--- src/rtl/stack_dump_pkg.sv ---
`default_nettype none
// ============================================================================
// Module      : stack_dump_pkg
// Description : State encoding and stack delta codes shared with the CPU.
// Revision    : 1.0 - initial release
// ============================================================================
package stack_dump_pkg;

    typedef enum logic [1:0] {
        S_IDLE    = 2'd0,
        S_POP     = 2'd1,
        S_RESTORE = 2'd2,
        S_DONE    = 2'd3
    } state_t;

    localparam logic [1:0] DELTA_HOLD = 2'b00;
    localparam logic [1:0] DELTA_PUSH = 2'b01;
    localparam logic [1:0] DELTA_POP  = 2'b11;

    function automatic logic [4:0] clamp_count(input logic [4:0] cnt, input logic [4:0] maxn);
        return (cnt > maxn) ? maxn : cnt;
    endfunction

endpackage
`default_nettype wire

--- src/rtl/stack_dump.sv ---
`default_nettype none
// ============================================================================
// Module      : stack_dump
// Description : Streams the top entries of a hardware stack, then pushes them
//               back so the stack ends up exactly as it started.
// Revision    : 1.0 - initial release
// ============================================================================
module stack_dump
    import stack_dump_pkg::*;
#(
    parameter int WIDTH = 16,
    parameter int DEPTH = 18
) (
    input  logic             clk,
    input  logic             resetq,
    input  logic             start,
    input  logic [4:0]       count,
    output logic             busy,
    output logic             done,
    output logic             out_valid,
    input  logic             out_ready,
    output logic [WIDTH-1:0] out_data,
    output logic [4:0]       out_index,
    input  logic             cpu_we,
    input  logic [1:0]       cpu_delta,
    input  logic [WIDTH-1:0] cpu_wd,
    input  logic [WIDTH-1:0] stk_rd,
    output logic             stk_we,
    output logic [1:0]       stk_delta,
    output logic [WIDTH-1:0] stk_wd
);

    localparam int         MAXN   = DEPTH + 1;
    localparam logic [4:0] C_MAXN = 5'(MAXN);

    state_t           r_state;
    state_t           w_state_nxt;
    logic [4:0]       r_idx;
    logic [4:0]       w_idx_nxt;
    logic [4:0]       r_n;
    logic [4:0]       w_n_nxt;
    logic             w_fire;
    logic [WIDTH-1:0] r_buf [MAXN];

    assign w_fire    = (r_state == S_POP) && out_ready;
    assign busy      = (r_state != S_IDLE);
    assign out_data  = stk_rd;
    assign out_index = r_idx;

    always_ff @(posedge clk or negedge resetq) begin
        if (!resetq) begin
            r_state <= S_IDLE;
            r_idx   <= 5'd0;
            r_n     <= 5'd0;
        end else begin
            r_state <= w_state_nxt;
            r_idx   <= w_idx_nxt;
            r_n     <= w_n_nxt;
        end
    end

    // Saved entries carry no reset: they are always written before being read.
    always_ff @(posedge clk) begin
        if (w_fire) begin
            r_buf[r_idx] <= stk_rd;
        end
    end

    always_comb begin
        w_state_nxt = r_state;
        w_idx_nxt   = r_idx;
        w_n_nxt     = r_n;
        stk_we      = 1'b0;
        stk_delta   = DELTA_HOLD;
        stk_wd      = '0;
        out_valid   = 1'b0;
        done        = 1'b0;

        case (r_state)
            S_IDLE: begin
                stk_we    = cpu_we;
                stk_delta = cpu_delta;
                stk_wd    = cpu_wd;
                w_idx_nxt = 5'd0;
                if (start) begin
                    if (count == 5'd0) begin
                        w_state_nxt = S_DONE;
                    end else begin
                        w_n_nxt     = clamp_count(count, C_MAXN);
                        w_state_nxt = S_POP;
                    end
                end
            end

            S_POP: begin
                out_valid = 1'b1;
                if (out_ready) begin
                    stk_delta = DELTA_POP;
                    // The last slot index doubles as the restore pointer.
                    if (r_idx == r_n - 5'd1) begin
                        w_state_nxt = S_RESTORE;
                    end else begin
                        w_idx_nxt = r_idx + 5'd1;
                    end
                end
            end

            S_RESTORE: begin
                stk_we    = 1'b1;
                stk_delta = DELTA_PUSH;
                stk_wd    = r_buf[r_idx];
                if (r_idx == 5'd0) begin
                    w_state_nxt = S_DONE;
                end else begin
                    w_idx_nxt = r_idx - 5'd1;
                end
            end

            S_DONE: begin
                done        = 1'b1;
                w_n_nxt     = 5'd0;
                w_idx_nxt   = 5'd0;
                w_state_nxt = S_IDLE;
            end

            default: begin
                w_state_nxt = S_IDLE;
            end
        endcase
    end

endmodule
`default_nettype wire

--- config.mk ---
export PLATFORM = sky130hd
export DESIGN_NAME = stack_dump
export DESIGN_NICKNAME = d
export VERILOG_FILES = /design/src/rtl/stack_dump_pkg.sv /design/src/rtl/stack_dump.sv
export SDC_FILE = /design/constraint.sdc
export NUM_CORES = 1
export LEC_CHECK = 0
export BUFFER_PORTS_ARGS = -buffer_cell sky130_fd_sc_hd__clkbuf_2
export CAP_MARGIN = 5
export CORE_UTILIZATION = 40
export CTS_CLUSTER_SIZE = 10
export DETAILED_ROUTE_END_ITERATION = 8
export PLACE_DENSITY_LB_ADDON = 0.08
export SLEW_MARGIN = 20
export SYNTH_ARGS = -nofsm -noshare
export SYNTH_HDL_FRONTEND = slang
export SYNTH_SLANG_ARGS = --single-unit
--- constraint.sdc ---
create_clock -name clk -period 4.2 [get_ports clk]
set_input_delay 1.26 -clock clk [delete_from_list [all_inputs] [get_ports clk]]
set_output_delay 1.26 -clock clk [all_outputs]
set_load 0.05 [all_outputs]
; ---- After elaboration in Yosys (flattened, before gate mapping)
; Memory sizes are Yosys's and may differ from the RTL's.
; Index checks and enable logic that the tools add are counted.
; W data, S select, Z words.
[totals]
ram_bits = 304
register_bits = 12
output_inout_bits = 43
in_bits = 44
n_memories = 1
[mem_list]
columns = memory, words, word_bits, read_ports, rd_ports_with_merged_regs, wr, line_no
row1 = r_buf, 19, 16, 1, 0, 1, stack_dump.sv:43  ; logic [WIDTH-1:0] r_buf [MAXN];
[op_classes]
eq_ne = 11
order_cmp = 1
n_reduce_logical = 10
n_mux = 22
n_addsub = 3
[op_table]
columns = operator, n
row1 = $pmux W16 S2, 1
row2 = $mux W5, 6
row3 = $pmux W5 S3, 1
row4 = $mux W2, 6
row5 = $ne A2 B2 Y1 const B, 6
row6 = $logic_not A5 Y1, 2
row7 = $pmux W5 S2, 1
row8 = $sub A5 B1 Y5 const B, 2
row9 = $pmux W2 S4, 1
row10 = $pmux W2 S3, 1
row11 = $reduce_and A3 Y1, 2
row12 = $add A5 B1 Y5 const B, 1
row13 = $eq A5 B5 Y1, 1
row14 = $gt A5 B5 Y1 const B, 1
row15 = $eq A2 B2 Y1 const B, 2
row16 = $mux W1, 4
row17 = $reduce_and A4 Y1, 1
row18 = $reduce_bool A2 Y1, 2
row19 = $eq A2 B1 Y1 const B, 1
row20 = $logic_not A2 Y1, 1
row21 = $ne A2 B1 Y1 const B, 1
row22 = $pmux W1 S2, 1
row23 = $reduce_or A2 Y1, 1
row24 = $logic_and A1 B1 Y1, 1

; ---- Logic depth before layout (Yosys ltp)
[logic_depth]
ltp_word = 5
ltp_mapped = 10

; ---- Least setup slack after synthesis
; No wires, ideal clock.
[synth_path]
path_kind = reg2out
start = register r_idx[1], in the netlist out_index[1]
end = output port stk_wd[0]
arrival_time_ns = 2.435
path_buffers = 3
stages_incl_launch_ff = 7
setup_slack_ns = 0.505
cell_sequence = dfrtp_1 buf_2 buf_2 buf_2 mux4_2 mux2i_1 o211ai_1
[synth_between]
elab_chain_cells = 2
[synth_lines]
columns = element, line_no
row1 = from (decl), stack_dump.sv:38  ; logic [4:0] r_idx;
row2 = from (signal assigned), stack_dump.sv:57  ; r_idx <= w_idx_nxt;
row3 = $mem_v2 Z19 W16, --
row4 = $pmux W16 S2, stack_dump.sv:79  ; case (r_state)
row5 = to (decl), stack_dump.sv:30  ; output logic [WIDTH-1:0] stk_wd
; No other way between the ends.

; ---- Worst setup path in the final report
[layout_path]
start = register r_idx[0], in the netlist out_index[0]
end = output port stk_wd[15]
; Same word-level chain as after synthesis.

==> flow_summary_export.csv <==
group,metric,value,unit
placement,hpwl,19060,microns
floorplanning,start_util,0.4105,
floorplanning,core_box_area,31800,sq um
global_routing,grt_first_pass_wirelength,46270,microns
setup_path,timing.critical_path.buf_inv,2,
routing,via_count,6850,
setup_path,end_kind,"output port",
power_and_ir_drop,power.net_switching,3.136,mW
run_status,run_status,"finished, final reports clean",
logic_synthesis,synth_seq_cells,316,
floorplanning,die_height,182.6,microns
clocking,tritoncts,"built",
setup_path,cp_max_fo,14,
power_and_ir_drop,power.switching_fraction,0.3289,
setup_path,crit_path_cell_trace,"buf_4 > mux4_2 > mux2_2 > a22oi_1 > o211ai_1 > clkbuf_2",
logic_synthesis,synth-edff-count,304,
global_routing,number_of_antenna_violations_at_the_first_check_in_global_routing,0,
power_and_ir_drop,pleak,5.102,nW
finish,layout-drive-gt1-share,0.3236,
clocking,tritoncts_num_sinks,316,
logic_synthesis,syn-instance-count,697,
sta,finClkSkew,0.01468,ns
power_and_ir_drop,cellPowerDensity,624.5,nW/um^2
floorplanning,num_io_pins,87,
sta,hold_viol_final,0,
global_routing,gr-total-overflow,0,
logic_synthesis,net_count_synth,750,
routing,detail_route.first_pass.iterations,4,
logic_synthesis,synth_cell_types,43,
global_routing,grt_max_degree,34,
routing,postRouteAntennaNets,0,
logic_synthesis,synthesis.area_per_instance,18.73,sq um
clocking,cts-buffers-inserted,38,
floorplanning,area_of_the_die,33360,sq um
clocking,clkSlewWorstSetupHoldPaths,0.05,ns
power_and_ir_drop,vdd_ir_drop_max,454.0,uV
power_and_ir_drop,internal-power,6.399,mW
routing,drtIter0Drc,441,
placement,detailed_place.area,14180,sq um
routing,post_drt_wl_per_cell,24.57,microns
logic_synthesis,postSynth.asyncResetShare,0.03797,
finish,layout-area-overhead-vs-synth,16.98,%
routing,viasPerCell,5.437,
sta,timing.final.max_slew_violations,0,
power_and_ir_drop,comb_power_share,0.318,
job,maxCapViolCount,0,
clocking,clk-insertion-delay-late,0.51,ns
sta,rsz_0062_raised_after_global_routing,"yes",
sta,worst_hold_slack,0.5138,ns
floorplanning,die_w,182.6,microns
clocking,clockRootBuffer,"sky130_fd_sc_hd__clkbuf_16",
global_routing,groute.usage.overall,0.1903,
setup_path,critPathTopFamily,"multiplexers",
placement,pre_cts_slack,0.4591,ns
placement,place.port_buffers,86,
logic_synthesis,synthesis.yosys.warnings,0,
sta,worst_slew_margin_rel,0.5586,
power_and_ir_drop,pwr-share-clk,0.291,
global_routing,number_of_global_route_vias_before_repair,7301,
power_and_ir_drop,total_power,9.535,mW
finish,finish.instance_area,15270,sq um
sta,final_min_period_over_clock_period,0.9855,
logic_synthesis,sequential_to_total_area_share_from_yosys_stat,0.7224,
routing,totalWireLength,30960,microns
finish,filler_cell_count,2684,
sta,worstMarginPinSlew,0.6614,ns
finish,net_count_final,870,
finish,number_of_antenna_cells_inserted,0,
logic_synthesis,synthesis.area,13050,sq um
setup_path,setup.worst_path.class,"reg -> out",
setup_path,slowest_delay,0.59,ns
setup_path,crit_slowest_cell,"sky130_fd_sc_hd__dfrtp_4",
placement,gp_routability_congestion,0.7691,
routing,drt_drc,0,
hold_path,min_delay_path_class,"reg -> reg",
setup_path,startpoint_type,"flip-flop",
clocking,cts_htree_levels,2,
sta,timing.final.ws_setup,0.06094,ns
clocking,cts_max_path_buffers,3,
setup_path,crit_required,2.94,ns
logic_synthesis,postSynth.topFlopCell,"sky130_fd_sc_hd__edfxtp_1",
setup_path,critPathArrivalTime,2.88,ns
power_and_ir_drop,sequentialPowerShare,0.391,
sta,clock.fmax,0.2416,GHz
floorplanning,placementRows,65,
sta,final-setup-viol-count,0,
sta,finalCriticalPeriod,4.139,ns
-- flip-flops by register name, indices dropped and copies added, names as in the netlist --
register,flops
out_index,5
r_buf,304
r_n,5
r_state,2
-- cells in the final DEF, fill, tap and decap left out, drive strengths merged, types with 5 or more instances in the layout --
| cell type | count |
|---|---|
| nor2 | 31 |
| a22oi | 16 |
| inv | 15 |
| o211ai | 16 |
| a21oi | 7 |
| ha | 8 |
| xor2 | 5 |
| mux2i | 35 |
| buf | 50 |
| edfxtp | 304 |
| clkbuf | 124 |
| o21ai | 22 |
| nor3 | 5 |
| mux4 | 64 |
| clkinv | 5 |
| nand2 | 46 |
| mux2 | 20 |
| dfrtp | 12 |
-- routing by layer --
layer	global-route usage	share of wire	routed length [microns]	vias to the layer above
met3	0.02594	0.045	1380	51
met5	0	0	0	-
li1	-	-	-	3031
met2	0.3168	0.48	14880	191
met4	0.05176	0.019	594	0
met1	0.2631	0.46	14110	3577
-- tightest hold or removal path: cells and delay by family (launching register included) --
kind             cells  cell delay (ns)
flip-flops           1             0.35
AND/OR/NAND/NOR      1             0.06
AO/OA/AOI/OAI        1             0.06
-- synth_stat cells (all sizes together), types with 8 or more instances --
cell / count / area share
clkbuf: 10 / 0.0029
mux2i: 35 / 0.027
dfrtp: 12 / 0.023
mux2: 20 / 0.017
o211ai: 16 / 0.0092
inv: 14 / 0.0040
o21ai: 22 / 0.0084
buf: 42 / 0.022
edfxtp: 304 / 0.70
ha: 8 / 0.0077
nor2: 31 / 0.0089
mux4: 64 / 0.12
a22oi: 16 / 0.0092
nand2: 46 / 0.013
-- repair_timing --
item,CTS,global route
setup endpoints to repair,10,12
hold buffers,0,0
gates resized for setup,5,6
pin swaps,0,0
setup buffers,2,3
-- metrics by stage --
step            TNS, ns  instances    util
2_1_floorplan         0        697       -
3_3_place_gp          0       1207  0.4458
3_5_place_dp          0       1207  0.4458
4_1_cts               0       1257  0.4790
5_1_grt        -0.05016       1260  0.4802
6_report              0       1260  0.4802
-- power by group through the flow --
| stage | Combinational [mW] | Sequential (mW) | Clock [mW] |
|---|---|---|---|
| 2_1_floorplan | 2.22 | 3.74 | 0 |
| 3_3_place_gp | 2.96 | 3.80 | 0 |
| 3_5_place_dp | 2.99 | 3.80 | 0 |
| 4_1_cts | 3.04 | 3.74 | 2.85 |
| 5_1_grt | 3.27 | 3.74 | 2.96 |
| 6_report | 3.04 | 3.72 | 2.77 |
-- final timing paths --
path,startpoint,end,slack (ns),cells after the start
hold reg to reg,r_n[4]$_DFFE_PN0P_,r_n[4]$_DFFE_PN0P_,0.51,2
setup reg to reg,out_index[1]$_DFFE_PN0P_,r_buf[4][5]$_DFFE_PP_,1.47,5
max in group asynchronous,resetq,out_index[0]$_DFFE_PN0P_,3.30,1
hold / removal,r_n[4]$_DFFE_PN0P_,r_n[4]$_DFFE_PN0P_,0.51,2
setup / recovery,out_index[0]$_DFFE_PN0P_,stk_wd[15],0.06,6
min in group asynchronous,resetq,r_state[1]$_DFFE_PN0P_,0.63,1
-- logic make-up (layout without fill, tap and decap cells) --
| group | after synthesis | after routing | share of synthesized area |
|---|---|---|---|
| muxes | 119 | 119 | 0.1609 |
| xor gates and xnor gates | 9 | 9 | 0.006039 |
| buffers and inverters | 66 | 194 | 0.02857 |
| AOI/OAI and AO/OA | 76 | 76 | 0.03921 |
| DFF | 316 | 316 | 0.7224 |
| and+or+nand+nor | 102 | 102 | 0.03374 |
| adders and majority gates | 9 | 9 | 0.009203 |
-- final cells by class --
type	instances	area (sq um)	area share
flip-flops and latches	316	9438	0.6181
repair buffers	132	889.6	0.05826
clock inverters	6	53.80	0.003524
well taps	435	544.3	0.03565
multi-input cells	315	3324	0.2177
clock buffers	42	965.9	0.06326
inverters	14	52.55	0.003442
No activity file was read; power rests on OpenSTA's default activity.
